File: src/rtl/abs_diff_arbiter.sv
// Round-robin arbiter over four requesters that share one |x - y| datapath.
// Stage 1 picks a winner, acknowledges it and captures its operands. Stage 2
// computes the absolute difference one edge later and presents it with the
// winner's index.
module abs_diff_arbiter #(
    parameter int WIDTH = 10
) (
    input  logic               clock,
    input  logic               reset,
    input  logic [3:0]         req,
    input  logic [4*WIDTH-1:0] x_in,
    input  logic [4*WIDTH-1:0] y_in,
    input  logic               hold,
    output logic [3:0]         ack,
    output logic [WIDTH-1:0]   result,
    output logic [1:0]         result_id,
    output logic               result_valid,
    output logic               idle
);

    // The requester count is structural (2-bit ids, 4-bit masks), so it is not a parameter.
    localparam int NREQ = 4;

    // Unsigned absolute difference. Subtracting the smaller operand from the
    // larger one means the result never wraps.
    function automatic logic [WIDTH-1:0] abs_diff(input logic [WIDTH-1:0] a,
                                                  input logic [WIDTH-1:0] b);
        logic [WIDTH-1:0] d;
        if (a > b) begin
            d = a - b;
        end else begin
            d = b - a;
        end
        return d;
    endfunction

    // Round-robin pick.
    // Returns {found, index} for the first set bit of elig, searching ptr,
    // ptr+1, ... modulo 4. The loop walks from the farthest offset to the
    // nearest, so the nearest eligible index overwrites any farther one.
    function automatic logic [2:0] rr_pick(input logic [NREQ-1:0] elig,
                                           input logic [1:0]      ptr);
        logic [2:0] pick;
        logic [1:0] idx;
        pick = 3'b000;
        for (int n = NREQ - 1; n >= 0; n--) begin
            idx = ptr + 2'(n);
            if (elig[idx]) begin
                pick = {1'b1, idx};
            end else begin
                pick = pick;
            end
        end
        return pick;
    endfunction

    logic [1:0]       ptr_q,          ptr_d;
    logic [3:0]       ack_q,          ack_d;
    logic [WIDTH-1:0] x_q,            x_d;
    logic [WIDTH-1:0] y_q,            y_d;
    logic [1:0]       id_q,           id_d;
    logic [WIDTH-1:0] result_q,       result_d;
    logic [1:0]       result_id_q,    result_id_d;
    logic             result_valid_q, result_valid_d;

    logic [3:0]       elig_s;
    logic [2:0]       pick_s;
    logic             grant_s;
    logic [1:0]       win_s;

    // Next-state logic for the arbitration stage and the abs-diff stage.
    always_comb begin
        ptr_d          = ptr_q;
        ack_d          = 4'b0000;
        x_d            = x_q;
        y_d            = y_q;
        id_d           = id_q;
        result_d       = result_q;
        result_id_d    = result_id_q;
        result_valid_d = 1'b0;

        // A requester acked this cycle still has req high. Masking it out here
        // prevents a second grant for the same request.
        elig_s  = req & ~ack_q;
        pick_s  = rr_pick(elig_s, ptr_q);
        grant_s = pick_s[2] & ~hold;
        win_s   = pick_s[1:0];

        if (grant_s) begin
            ack_d       = 4'b0001 << win_s;
            x_d         = x_in[int'(win_s) * WIDTH +: WIDTH];
            y_d         = y_in[int'(win_s) * WIDTH +: WIDTH];
            id_d        = win_s;
            ptr_d       = win_s + 2'd1;
        end else begin
            ack_d       = 4'b0000;
        end

        // A grant made on the previous edge is turned into a result on this edge.
        if (|ack_q) begin
            result_d       = abs_diff(x_q, y_q);
            result_id_d    = id_q;
            result_valid_d = 1'b1;
        end else begin
            result_valid_d = 1'b0;
        end
    end

    // State registers. A synchronous reset clears both stages, which drops any in-flight work.
    always_ff @(posedge clock) begin
        if (reset) begin
            ptr_q          <= 2'd0;
            ack_q          <= 4'b0000;
            x_q            <= '0;
            y_q            <= '0;
            id_q           <= 2'd0;
            result_q       <= '0;
            result_id_q    <= 2'd0;
            result_valid_q <= 1'b0;
        end else begin
            ptr_q          <= ptr_d;
            ack_q          <= ack_d;
            x_q            <= x_d;
            y_q            <= y_d;
            id_q           <= id_d;
            result_q       <= result_d;
            result_id_q    <= result_id_d;
            result_valid_q <= result_valid_d;
        end
    end

    assign ack          = ack_q;
    assign result       = result_q;
    assign result_id    = result_id_q;
    assign result_valid = result_valid_q;
    assign idle         = ~(|ack_q) & ~result_valid_q;

endmodule

File: config.mk
export PLATFORM = sky130hd
export DESIGN_NAME = abs_diff_arbiter
export DESIGN_NICKNAME = d
export VERILOG_FILES = /design/src/rtl/abs_diff_arbiter.sv
export SDC_FILE = /design/constraint.sdc
export NUM_CORES = 1
export LEC_CHECK = 0
export CORE_ASPECT_RATIO = 0.5
export CORE_MARGIN = 1.5
export CORE_UTILIZATION = 42
export CTS_BUF_LIST = sky130_fd_sc_hd__clkbuf_8
export DETAILED_ROUTE_END_ITERATION = 8
export PLACE_DENSITY = 0.77
export SYNTH_ARGS = -nofsm -noshare
export SYNTH_HDL_FRONTEND = slang
export SYNTH_SLANG_ARGS = --single-unit
File: constraint.sdc
create_clock -name clock -period 2.4 [get_ports clock]
set_input_delay 0.48 -clock clock [delete_from_list [all_inputs] [get_ports clock]]
set_output_delay 0.48 -clock clock [all_outputs]
set_load 0.01 [all_outputs]
==> results.ini, run 1 <==
[power_and_ir_drop]
p_leak_nw = 1.99
irDropWorstVdd_mv = 0.290
p_per_area_mw_per_mm2 = 725

[worst_setup_path]
r2r_cells = 9
critPathLaunchType = register
crit_chain = inv_2 > ha_4 > fa_2 > nand3b_1 > a21o_1 > and3_4 > or4_4 > a21o_1 > a311oi_2
cpLargestDelayFamily = simple AND/OR/NAND/NOR gates
path_class = register to register
critPathMaxFanout = 3
cp.arrival_ps = 2660
endpoint_kind = register
crit_buf_inv = 1
cpMaxStageDelayCell = or4_4
slowest_delay_ps = 510
ff2ff_setup_slack_ps = -40
path_depth = 9
r2r-start = x_q[0]
cpMostUsedCell = a21o_1
rr_endpoint = result[7]
required_ps = 2620

[cells_and_area]
n_fill_cell = 541
final_cell_mix = clkdlybuf4s50_1, buf_4, mux2i_1
area_delta_synth_final_pct = 60.8
fin_util_pct = 69.9
fin_nets = 594
final_layout_size_suffix_gt1_share_pct = 17.5
final_common_cell = clkdlybuf4s50_1
final_area_sq_mm = 0.00467
diodes = 0
fin_cells = 579

[die]
die_h_um = 61.8
core_area_sq_mm = 0.00667
start_util_pct = 43.5
row_count = 21
ios = 105
dieArea_sq_mm = 0.00745
die_x_um = 121

[sta]
tightest_slew_ps = 375
hold_violations = 0
fin_skew_ps = 3.76
finalSetupTns_ps = -36.4
slew_headroom_pct = 75.0
clock.fmax_mhz = 410
post-route-min-period_ps = 2440
finalSetupViolations = 1
fin_crit_sh_pct = 102
slew_violations = 0
layout_setup_ws_ps = -36.4
rsz0062_at_grt = yes

[placed_design]
dp_slack_ps = -139
postPlaceCellArea_sq_mm = 0.00441
dp_hpwl_um = 6840
finalWeightedCongestion = 0.943
dp_cells = 571
port-buffer-count = 104

[drt]
drc_errors = 0
vias_per_cell = 5.34
vias = 3093
drtAntennaViolNets = 0
dr.pass1.iters = 4
drtIter0Drc = 159
wire_per_inst_um = 15.1
drt-total-wl_um = 8740

[run_status]
violations = negative setup slack
status = finished, violations left

[synthesis]
ys_seq_area_share_pct = 28.3
ys_warn_count = 0
async_flop_share_pct = 0
ys_types = 50
synth_cells = 346
synth-edff-count = 0
ys_ff_latch = 41
netlist_area_sq_mm = 0.00290
syn-num-nets = 454
synth_ff_type = dfxtp_1
synth_area_per_cell_sq_um = 8.39

[global_routing]
overflow = 0
grt_usage_pct = 23.2
antenna_found_initial = 0
grt_util_met1_pct = 33.9
grtUsageMet2_pct = 35.1
use_met3_pct = 6.30
grt_start_max_net_pins = 23
grt_pass1_wl_um = 13500
grt_pass1_vias = 2739
top_usage_layer = met2

[clock_network]
clock-sinks = 41
cts_root_buf = clkbuf_8
cts_tree = yes
ctsLongestPathBuffers = 2
clk_pin_slew_ps = 80
cts_buffers = 5
ctsHoldBuffers = 0
clk-insertion-delay-late_ps = 300
htree_levels = 2

[min_path]
min_path_type = register to register
min_to = result_id[0]
min_path_cells = 2
worstHoldStart = result_id[0]

[run]
cap_violations = 0

==> worst register-to-register path: stages, from the launching register on <==
cell	delay (ps)
dfxtp_2	340
inv_2	40
ha_4	150
fa_2	340
nand3b_1	190
a21o_1	190
and3_4	170
or4_4	510
a21o_1	180
a311oi_2	240
==> power breakdown <==
part	total (mW)	switching, mW	internal (mW)
Clock	0.514	0.254	0.260
Combinational	2.02	0.979	1.04
Sequential	0.846	0.0695	0.776
==> registers in the layout, indices dropped and copies added, names as in the netlist <==
signal,cells
result,10
y_q,10
ack,4
result_id,2
result_valid,1
id_q,2
ptr_q,2
x_q,10
==> synthesized netlist by cell type (6+ instances only) <==
| cell type | instances | area (sq um) |
|---|---|---|
| inv_1 | 25 | 93.8 |
| a21o_1 | 8 | 60.1 |
| and3_1 | 6 | 37.5 |
| nand2_1 | 36 | 135 |
| nand3_1 | 7 | 35.0 |
| o21ai_0 | 9 | 45.0 |
| ha_1 | 19 | 238 |
| nor2_1 | 30 | 113 |
| dfxtp_1 | 41 | 821 |
| a21oi_1 | 15 | 75.1 |
| clkbuf_1 | 10 | 37.5 |
| nor2b_1 | 6 | 37.5 |
| a211oi_1 | 6 | 45.0 |
| mux2i_1 | 40 | 400 |
| o221ai_1 | 21 | 184 |
==> how the worst max path moves through the flow <==
stage          startpoint        end  slack (ps)
2_1_floorplan      x_q[0]  result[7]        -100
3_3_place_gp       x_q[0]  result[3]         -50
3_5_place_dp       x_q[0]  result[3]        -140
4_1_cts            x_q[2]  result[7]         -20
5_1_grt            x_q[0]  result[7]         -70
6_report           x_q[0]  result[7]         -40
==> metrics by stage <==
stage | hold WS [ps] | power (mW)
CTS | 462 | 3.19
detailed placement | 451 | 2.64
floorplan | 432 | 1.89
finish | 457 | 3.38
global route | 485 | 3.60
global placement | 438 | 2.62
==> logic make-up (layout without fill, tap and decap cells) <==
logic type / Yosys count / count (layout) / synth area share (%)
buffers and inverters: 43 / 184 / 6.30
multiplexers: 40 / 40 / 13.8
AND/OR/NAND/NOR: 111 / 111 / 18.8
AO/OA/AOI/OAI: 89 / 89 / 22.9
XOR/XNOR: 1 / 1 / 0.302
flip-flops: 41 / 41 / 28.3
adder cells (fa/ha/maj): 21 / 21 / 9.57
==> area by class of cell <==
class | instances | area, sq um | area share (%)
sequential | 41 | 826 | 17.7
multi-input combinational | 262 | 2070 | 44.3
tap | 92 | 115 | 2.47
timing repair buffer | 151 | 1460 | 31.3
inverter | 25 | 93.8 | 2.01
clock buffer | 7 | 96.3 | 2.06
clock inverter | 1 | 5.00 | 0.107
==> what timing repair did <==
action                     CTS  global route
gates resized for setup      9            26
setup endpoints to repair    5             9
buffers inserted             0             0
pin swaps                    0             5
==> layer usage <==
layer / vias to the layer above / wire length (um)
li1: 1556 / -
met1: 1415 / 4360
met2: 119 / 3630
met3: 3 / 729
met4: 0 / 20
met5: - / 0
Note: power is estimated with default switching activity, not from simulation.
==> inputs of run 2 (changes only) <==
Settings changed: ABC_AREA set to 1, CORE_MARGIN 1.5 to not set, CORE_UTILIZATION 42 to 43, PLACE_DENSITY 0.77 to 0.76.
==> results.ini, run 2 <==
[clock_network]
cts_tree = yes  ; unchanged
cts_root_buf = clkbuf_8  ; unchanged
clock-sinks = 41  ; unchanged
clk-insertion-delay-late_ps = 290  ; was 300 ps
ctsLongestPathBuffers = 2  ; unchanged
clk_pin_slew_ps = 80  ; about the same
htree_levels = 2  ; unchanged
cts_buffers = 5  ; unchanged

[power_and_ir_drop]
clock_power_share_pct = 5.5  ; was 15.2%
irDropWorstVdd_mv = 0.815  ; was 0.290 mV
switching_share_pct = 53.5  ; was 38.5%
pwr-share-seq_pct = 14.5  ; was 25.0%
p_per_area_mw_per_mm2 = 1750  ; was 725 mW/mm^2
pwr-share-comb_pct = 80.0  ; was 59.8%
p_sw_mw = 4.27  ; was 1.30 mW
internal_power_mw = 3.71  ; was 2.08 mW
p_leak_nw = 2.22  ; was 1.99 nW

[sta]
rsz0062_at_grt = no  ; was yes
hold_violations = 0  ; unchanged
finalSetupViolations = 0  ; was 1
tightest_slew_ps = 344  ; was 375 ps
fin_crit_sh_pct = 92.3  ; was 102%
fin_skew_ps = 5.68  ; was 3.76 ps
clock.fmax_mhz = 451  ; was 410 MHz
whs_ps = 457  ; about the same
slew_headroom_pct = 77.0  ; was 75.0%
slew_violations = 0  ; unchanged
post-route-min-period_ps = 2220  ; was 2440 ps
finalSetupTns_ps = 0  ; was -36.4 ps

[cells_and_area]
fin_nets = 747  ; was 594
final_common_cell = nand2_1  ; was clkdlybuf4s50_1
fin_cells = 731  ; was 579
final_layout_size_suffix_gt1_share_pct = 6.57  ; was 17.5%
area_delta_synth_final_pct = 41.9  ; was 60.8%
final_cell_mix = nand2_1, nand3_1, clkdlybuf4s50_1  ; was clkdlybuf4s50_1, buf_4, mux2i_1
diodes = 0  ; unchanged

[global_routing]
antenna_found_initial = 0  ; unchanged
grt_util_met1_pct = 34.4  ; was 33.9%
overflow = 0  ; unchanged
grt_start_max_net_pins = 25  ; was 23
grtUsageMet2_pct = 39.9  ; was 35.1%
use_met3_pct = 4.76  ; was 6.30%
top_usage_layer = met2  ; unchanged
grt_pass1_vias = 3436  ; was 2739
grt_usage_pct = 24.9  ; was 23.2%
grt_pass1_wl_um = 16000  ; was 13500 um

[run_status]
status = finished clean  ; was finished, violations left

[worst_setup_path]
r2r_cells = 13  ; was 9
crit_chain = inv_1 > ha_1 > fa_1 > inv_1 > nand4_1 > nand3_1 > nand2_1 > inv_2 > nand2_1 > nand3_1 > nand3_1 > nand2_1 > inv_1  ; was inv_2 > ha_4 > fa_2 > nand3b_1 > a21o_1 > and3_4 > or4_4 > a21o_1 > a311oi_2
critPathMaxFanout = 8  ; was 3
path_class = register to register  ; unchanged
path_depth = 13  ; was 9
crit_buf_inv = 4  ; was 1
required_ps = 2590  ; was 2620 ps
cpMaxStageDelayCell = fa_1  ; was or4_4
slowest_delay_ps = 450  ; was 510 ps
cpLargestDelayFamily = simple AND/OR/NAND/NOR gates  ; unchanged
cp.arrival_ps = 2410  ; was 2660 ps
critPathLaunchType = register  ; unchanged
endpoint_kind = register  ; unchanged

[drt]
drc_errors = 0  ; unchanged
vias = 3733  ; was 3093
drtAntennaViolNets = 0  ; unchanged
dr.pass1.iters = 5  ; was 4
drt-total-wl_um = 9480  ; was 8740 um
wire_per_inst_um = 13.0  ; was 15.1 um
vias_per_cell = 5.11  ; was 5.34
drtIter0Drc = 308  ; was 159

[min_path]
min_path_type = register to register  ; unchanged
min_path_cells = 2  ; unchanged

[synthesis]
synth-simple-area-share_pct = 44.5  ; was 18.8%
ys_seq_area_share_pct = 25.5  ; was 28.3%
synth_area_per_cell_sq_um = 6.08  ; was 8.39 sq um
ys_warn_count = 0  ; unchanged
synth.most_common_cell = nand2_1  ; was dfxtp_1
ys_top_cells_by_area = dfxtp_1, nand3_1, nand2_1  ; was dfxtp_1, mux2i_1, ha_1
synthMuxAreaShare_pct = 0  ; was 13.8%
synth_ff_type = dfxtp_1  ; unchanged
synthAdderAreaFrac_pct = 8.62  ; was 9.57%
async_flop_share_pct = 0  ; unchanged
syn-num-nets = 638  ; was 454
synth_top_family_by_area = simple AND/OR/NAND/NOR gates  ; was compound AO/OA/AOI/OAI gates
ys_types = 28  ; was 50
yosysTopAreaCell = dfxtp_1  ; unchanged
synth-edff-count = 0  ; unchanged
yosysTopAreaCellShare_pct = 25.5  ; was 28.3%
synth_xor_area_share_pct = 3.26  ; was 0.302%
synth-compound-area-share_pct = 6.99  ; was 22.9%
netlist_area_sq_mm = 0.00322  ; was 0.00290 sq mm
synth_cells = 530  ; was 346
synth_common_cells = nand2_1, nand3_1, inv_1  ; was dfxtp_1, mux2i_1, nand2_1
ys_ff_latch = 41  ; unchanged

[placed_design]
dp_cells = 724  ; was 571
finalWeightedCongestion = 0.918  ; was 0.943
port-buffer-count = 104  ; unchanged
dp_hpwl_um = 7700  ; was 6840 um

[run]
cap_violations = 0  ; unchanged

[die]
die_h_um = 63.2  ; was 61.8 um
core_area_sq_mm = 0.00696  ; was 0.00667 sq mm
die_x_um = 124  ; was 121 um
start_util_pct = 46.3  ; was 43.5%
ios = 105  ; unchanged
dieArea_sq_mm = 0.00786  ; was 0.00745 sq mm
row_count = 21  ; unchanged

## run 2: cell types whose count changed after synthesis, sizes merged, moves of 6 or more
cell    delta
and3       -6
a21oi      -6
a21o       -6
nand2    +143
nor2      -14
a311oi     -6
buf       +13
o221ai    -21
o211ai     +6
inv       +32
xor2       +8
nor2b      -6
nand3    +127
mux2i     -40
## run 2: final cells by class
type,count,area (sq um)
Tap cell,92,115
Sequential cell,41,821
Multi-Input combinational cell,403,2060
Clock buffer,5,68.8
Inverter,57,214
Fill cell,645,2390
Timing Repair Buffer,131,1280
Clock inverter,2,12.5
## run 2: power groups by stage
stage                     combinational [mW]  clock [mW]  sequential [mW]
after floorplan                         4.58           0             1.15
after global placement                  6.27           0             1.15
after detailed placement                6.30           0             1.16
after CTS                               6.34       0.452             1.15
after global routing                    7.23       0.484             1.20
final                                   6.39       0.438             1.16
## run 2: cells by family (layout without fill, tap and decap cells)
group,after synthesis,count (layout)
adder cells (fa/ha/maj),21,21
flip-flops,41,41
AND/OR/NAND/NOR,333,333
XOR/XNOR,12,12
AO/OA/AOI/OAI,37,37
buffers and inverters,86,195
## run 2: worst register-to-register path: stages, from the launching register on
cell	delay, ps
dfxtp_1	370
inv_1	60
ha_1	230
fa_1	450
inv_1	110
nand4_1	100
nand3_1	110
nand2_1	180
inv_2	190
nand2_1	90
nand3_1	80
nand3_1	80
nand2_1	60
inv_1	30
## run 2: per-stage QoR
step	util [%]	setup WS (ps)	power [mW]	cell area (sq um)
after floorplan	-	458	5.73	3220
after global placement	64.2	138	7.42	4470
after detailed placement	64.2	84.5	7.45	4470
after CTS	65.5	64.5	7.94	4560
after global routing	65.7	41.9	8.91	4570
final	65.7	185	7.98	4570
## run 2: worst paths after layout
| kind | start | endpoint | slack (ps) |
|---|---|---|---|
| setup / recovery | x_q[0] | result[8] | 180 |
| hold / removal | y_q[9] | y_q[9] | 460 |
| setup reg to reg | x_q[0] | result[8] | 180 |
| hold reg to reg | y_q[9] | y_q[9] | 460 |
## run 2: timing repair
action | in CTS | in global routing
pin swaps | 0 | 0
setup buffers | 0 | 0
resized for setup | 1 | 2
hold buffers | 0 | 0
endpoints found under the setup margin | 1 | 1
## run 2: metal layers
layer	up-vias	part of all wire, %
li1	1941	-
met1	1647	49
met2	132	42
met3	13	7.3
met4	0	1.2
met5	-	0
